**config.mk**
```make
export PLATFORM = sky130hd
export DESIGN_NAME = muldiv_ctrl
export DESIGN_NICKNAME = d
export VERILOG_FILES = /design/src/rtl/muldiv_ctrl.sv
export SDC_FILE = /design/constraint.sdc
export NUM_CORES = 2
export LEC_CHECK = 0
export CAP_MARGIN = 20
export CELL_PAD_IN_SITES_DETAIL_PLACEMENT = 1
export CELL_PAD_IN_SITES_GLOBAL_PLACEMENT = 2
export CORE_AREA = 3 3 394 396
export CTS_CLUSTER_SIZE = 8
export DETAILED_ROUTE_END_ITERATION = 6
export DIE_AREA = 0 0 397 399
export PLACE_DENSITY_LB_ADDON = 0.1
export SYNTH_ARGS = -nofsm -noshare
export SYNTH_HDL_FRONTEND = slang
export SYNTH_SLANG_ARGS = --single-unit
```
**constraint.sdc**
```tcl
create_clock -name clk -period 26.6 [get_ports clk]
set_input_delay 7.98 -clock clk [delete_from_list [all_inputs] [get_ports clk]]
set_output_delay 7.98 -clock clk [all_outputs]
set_load 0.005 [all_outputs]
```
**src/rtl/muldiv_ctrl.sv**
```systemverilog
// Multiply/divide unit controller for the EX stage: one-cycle 32x32 multiply and
// 32-cycle radix-2 restoring divide, with HI/LO results and a pipeline stall request.
module muldiv_ctrl (
    input  logic        clk,
    input  logic        rst,
    input  logic        start,
    input  logic [1:0]  op,
    input  logic [31:0] a,
    input  logic [31:0] b,
    input  logic        flush,
    output logic        stall,
    output logic        done,
    output logic [31:0] hi,
    output logic [31:0] lo
);

    localparam int unsigned W       = 32;
    localparam int unsigned CW      = 6;
    localparam int unsigned LAST_IT = W - 1;

    typedef enum logic [1:0] {
        S_IDLE = 2'd0,
        S_MUL  = 2'd1,
        S_DIV  = 2'd2,
        S_DONE = 2'd3
    } state_e;

    state_e          state_q, state_d;
    logic [CW-1:0]   cnt_q, cnt_d;
    logic [W-1:0]    acc_hi_q, acc_hi_d;
    logic [W-1:0]    acc_lo_q, acc_lo_d;
    logic [W-1:0]    dvs_q, dvs_d;
    logic            sgn_q, sgn_d;
    logic            negq_q, negq_d;
    logic            negr_q, negr_d;
    logic [W-1:0]    hi_q, hi_d;
    logic [W-1:0]    lo_q, lo_d;

    logic            accept_c;
    logic            a_neg_c, b_neg_c;
    logic [W-1:0]    mag_a_c, mag_b_c;
    logic [2*W-1:0]  mul_a_c, mul_b_c, prod_c;
    logic [W:0]      shifted_c, diff_c;
    logic [W-1:0]    q_next_c, r_next_c;

    assign accept_c = (state_q == S_IDLE) & start & ~flush;

    // State register
    always_ff @(posedge clk) begin
        if (rst) begin
            state_q <= S_IDLE;
        end else begin
            state_q <= state_d;
        end
    end

    // Next-state logic; flush annuls the instruction from any state
    always_comb begin
        state_d = state_q;
        case (state_q)
            S_IDLE: begin
                if (accept_c) begin
                    if (!op[1]) begin
                        state_d = S_MUL;
                    end else if (b == '0) begin
                        state_d = S_DONE;
                    end else begin
                        state_d = S_DIV;
                    end
                end
            end
            S_MUL:  state_d = S_DONE;
            S_DIV:  if (cnt_q == CW'(LAST_IT)) state_d = S_DONE;
            S_DONE: state_d = S_IDLE;
            default: state_d = S_IDLE;
        endcase
        if (flush) begin
            state_d = S_IDLE;
        end
    end

    // Outputs: the new result is visible during the DONE cycle unless flushed
    always_comb begin
        stall = accept_c | (state_q == S_MUL) | (state_q == S_DIV);
        done  = (state_q == S_DONE) & ~flush;
        hi    = done ? acc_hi_q : hi_q;
        lo    = done ? acc_lo_q : lo_q;
    end

    // Arithmetic helpers
    always_comb begin
        a_neg_c   = ~op[0] & a[W-1];
        b_neg_c   = ~op[0] & b[W-1];
        mag_a_c   = a_neg_c ? W'(-a) : a;
        mag_b_c   = b_neg_c ? W'(-b) : b;
        mul_a_c   = {(sgn_q ? {W{acc_lo_q[W-1]}} : {W{1'b0}}), acc_lo_q};
        mul_b_c   = {(sgn_q ? {W{dvs_q[W-1]}} : {W{1'b0}}), dvs_q};
        prod_c    = mul_a_c * mul_b_c;
        shifted_c = {acc_hi_q, acc_lo_q[W-1]};
        diff_c    = shifted_c - {1'b0, dvs_q};
        q_next_c  = {acc_lo_q[W-2:0], ~diff_c[W]};
        r_next_c  = diff_c[W] ? shifted_c[W-1:0] : diff_c[W-1:0];
    end

    // Datapath next-state: acc_hi/acc_lo hold remainder/quotient or the product
    always_comb begin
        cnt_d    = cnt_q;
        acc_hi_d = acc_hi_q;
        acc_lo_d = acc_lo_q;
        dvs_d    = dvs_q;
        sgn_d    = sgn_q;
        negq_d   = negq_q;
        negr_d   = negr_q;
        hi_d     = hi_q;
        lo_d     = lo_q;
        case (state_q)
            S_IDLE: begin
                if (accept_c) begin
                    cnt_d = '0;
                    sgn_d = ~op[0];
                    if (!op[1]) begin
                        acc_lo_d = a;
                        dvs_d    = b;
                    end else if (b == '0) begin
                        acc_hi_d = a;
                        acc_lo_d = '1;
                    end else begin
                        acc_hi_d = '0;
                        acc_lo_d = mag_a_c;
                        dvs_d    = mag_b_c;
                        negq_d   = a_neg_c ^ b_neg_c;
                        negr_d   = a_neg_c;
                    end
                end
            end
            S_MUL: begin
                acc_hi_d = prod_c[2*W-1:W];
                acc_lo_d = prod_c[W-1:0];
            end
            S_DIV: begin
                cnt_d = cnt_q + CW'(1);
                if (cnt_q == CW'(LAST_IT)) begin
                    acc_lo_d = negq_q ? W'(-q_next_c) : q_next_c;
                    acc_hi_d = negr_q ? W'(-r_next_c) : r_next_c;
                end else begin
                    acc_lo_d = q_next_c;
                    acc_hi_d = r_next_c;
                end
            end
            S_DONE: begin
                if (!flush) begin
                    hi_d = acc_hi_q;
                    lo_d = acc_lo_q;
                end
            end
            default: ;
        endcase
    end

    // Datapath registers
    always_ff @(posedge clk) begin
        if (rst) begin
            cnt_q    <= '0;
            acc_hi_q <= '0;
            acc_lo_q <= '0;
            dvs_q    <= '0;
            sgn_q    <= 1'b0;
            negq_q   <= 1'b0;
            negr_q   <= 1'b0;
            hi_q     <= '0;
            lo_q     <= '0;
        end else begin
            cnt_q    <= cnt_d;
            acc_hi_q <= acc_hi_d;
            acc_lo_q <= acc_lo_d;
            dvs_q    <= dvs_d;
            sgn_q    <= sgn_d;
            negq_q   <= negq_d;
            negr_q   <= negr_d;
            hi_q     <= hi_d;
            lo_q     <= lo_d;
        end
    end

endmodule

```
==> flow_metrics.py <==
metrics = {
    "status": {
        "outcome": "finished clean",
    },
    "critical_path": {
        "cp.required_ns": 18.62,
        "worstSetupPathType": "in2out",
        "crit_path_start_kind": "input pin",
        "worstPathArrival_ns": 10.38,
        "worst_setup_path_end_kind": "primary output",
        "r2r-start": "dvs_q[4]",
        "startpoint": "flush",
        "critPathMaxFanout": 65,
    },
    "sta": {
        "finalHoldViolCount": 0,
        "rsz0062_at_grt": "no",
        "fin_tns_setup_ns": 0,
        "period_needed_ns": 18.36,
        "worst_slew_pin_slew_ns": 1.13,
        "skew_ns": 0.0308,
        "slew-limit-headroom_pct": 24.7,
        "setup_viol": 0,
        "fmax_mhz": 54.5,
        "timing.final.crit_share_pct": 69.0,
        "drv_slew": 0,
    },
    "logic_synthesis": {
        "yosysMostFrequentCell": "inv_1",
        "yosysTopAreaCellShare_pct": 46.9,
        "synth_top_area_cell": "fa_1",
        "synth_commonest_cells": "inv_1, fa_1, nand2_1",
        "yosys-top-cells-area": "fa_1, inv_1, ha_1",
        "ys_warn_count": 0,
        "synthArstFlopShare_pct": 0,
        "synth_seq_cells": 171,
        "synth_edf_count": 0,
        "syn_inst": 6782,
        "avgSynthCellArea_um2": 8.93,
        "mappedNetlistArea_um2": 60600,
        "synth_top_flop_cell": "dfxtp_1",
        "yosysSeqAreaShare_pct": 5.65,
        "syn_nets": 8623,
        "synth_cell_types": 87,
    },
    "die": {
        "fp.dieH_um": 399,
        "num_rows": 143,
        "core_um2": 152000,
        "die_area_um2": 158000,
        "die_x_um": 397,
        "io_pins": 136,
        "initial_core_util_pct": 39.9,
    },
    "place": {
        "hpwlAfterDp_mm": 188,
        "place.gp.congestion": 0.911,
        "port_buffers": 135,
    },
    "detailed_routing": {
        "antenna_left": 0,
        "drc": 0,
        "dr.first_iter.drc_count": 2539,
        "vias": 46200,
        "wl_per_cell_um": 26.2,
        "vias_per_cell": 5.29,
        "drtPass1Iterations": 5,
        "wl_mm": 229,
    },
    "cts": {
        "post_cts_buffers": 0,
        "clock_path_buffers": 2,
        "clk_latency_ns": 0.54,
        "ctsHoldBuffers": 0,
        "h-tree-depth": 4,
        "numClockSinks": 171,
        "cts-root-buf": "clkbuf_16",
        "cts_made_buffers": 17,
        "cts_tree": "done",
        "ctsResizeCount": 0,
        "clkTransAtPathRegs_ns": 0.09,
    },
    "grt": {
        "grt_pass1_wl_mm": 346,
        "grt_use_total_pct": 29.8,
        "antenna_found_initial": 17,
        "gr-total-overflow": 0,
        "grt_pass1_vias": 51800,
        "grt_max_degree": 90,
    },
    "final_layout": {
        "multi_input_area_um2": 49800,
        "register_area_um2": 3450,
        "final_nets": 8518,
        "drive_above_1_share_pct": 4.16,
        "nFillCells": 17600,
        "layout-area-overhead-vs-synth_pct": 6.66,
    },
    "power": {
        "power.static_leakage_uw": 0.0319,
        "powerDensity_nw_per_um2": 35.2,
        "ir_drop_v": 0.0000494,
        "p_total_uw": 2280,
    },
    "hold_path": {
        "hold_class": "reg2reg",
        "hold_start": "acc_lo_q[5]",
    },
    "flow_run": {
        "drv_cap": 0,
    },
}
-- cells in the final DEF (no fill, tap or decap), types with 11 or more instances in the layout --
cell type,instances
nand2b_1,18
fa_1,1420
clkdlybuf4s50_1,134
dfxtp_1,146
o31ai_1,21
xnor2_1,175
clkbuf_16,17
o21ai_0,96
nor3_1,44
xor2_1,75
a221oi_1,32
dfxtp_2,25
a21oi_1,230
o21bai_1,13
nand4_1,16
mux2i_1,22
or3_1,28
nor2b_1,78
nor2_1,299
a22oi_1,16
or4_1,11
nor4_1,21
o221ai_1,11
nand2_1,663
a31oi_1,35
and3_1,37
buf_4,106
ha_1,349
nand3_1,33
nor3b_1,12
a211oi_1,71
and2_1,506
inv_1,1595
o21a_1,21
mux2_2,69
a21o_1,67
-- flip-flops by register name, indices dropped and copies added (netlist names) --
signal	flops
sgn_q	1
lo_q	32
cnt_q	6
acc_lo_q	32
hi_q	32
negq_q	1
dvs_q	32
negr_q	1
acc_hi_q	32
state_q	2
-- report_power, final --
group | switching [µW] | leakage (µW) | internal [µW]
sequential | 52.7 | 0.00140 | 271
combinational | 1110 | 0.0302 | 559
clock | 155 | 0.000304 | 131
-- area by class of cell --
type / count / area share, %
multi-input cells: 4646 / 77.1
inverters: 1599 / 9.29
flip-flops and latches: 171 / 5.35
well taps: 2030 / 3.93
repair buffers: 242 / 3.37
clock buffers: 18 / 0.680
clock inverters: 14 / 0.294
diodes: 6 / 0.0232
-- worst max-delay path: stages --
cell             delay (ns)
clkdlybuf4s50_1        0.53
nor2b_4                0.14
buf_4                  0.74
mux2_2                 0.43
clkdlybuf4s50_1        0.47
-- through the flow --
stage	cell area (µm²)	instances	hold WS (ns)	setup slack (ns)	utilization, %
after CTS	64600	8719	0.495	8.25	42.5
after floorplan	60600	6782	0.458	9.45	-
final	64600	8726	0.492	8.24	42.5
after global placement	63900	8687	0.458	8.31	42.1
after detailed placement	63900	8687	0.474	8.25	42.1
after global routing	64600	8723	0.518	8.15	42.5
-- path summary, 6_finish.rpt --
kind,to,slack [ns],depth (start not counted)
worst max-delay path,lo[11],8.24,5
worst min-delay path,acc_lo_q[5],0.49,2
worst max register to register,acc_hi_q[28],15.15,28
worst min register to register,acc_lo_q[5],0.49,2
-- metal layers --
layer  vias to the layer above  track usage (%)  routed length, µm
li1                      20100                -                  -
met1                     24800             40.5             101000
met2                       997             50.2             111000
met3                       235             3.03               9620
met4                         0             9.07               7700
met5                         -                0                  0
-- cells by family (layout without fill, tap and decap cells) --
logic type,after synthesis,count (layout),synth area share (%)
adders and majority gates,1773,1773,54.2
buffers and inverters,1965,1873,12.2
other,0,6,0
muxes,91,91,1.65
and+or+nand+nor,1796,1796,14.5
DFF,171,171,5.65
xor gates and xnor gates,250,250,3.61
AOI/OAI and AO/OA,736,736,8.12
Note: power is estimated with default switching activity, not from simulation.
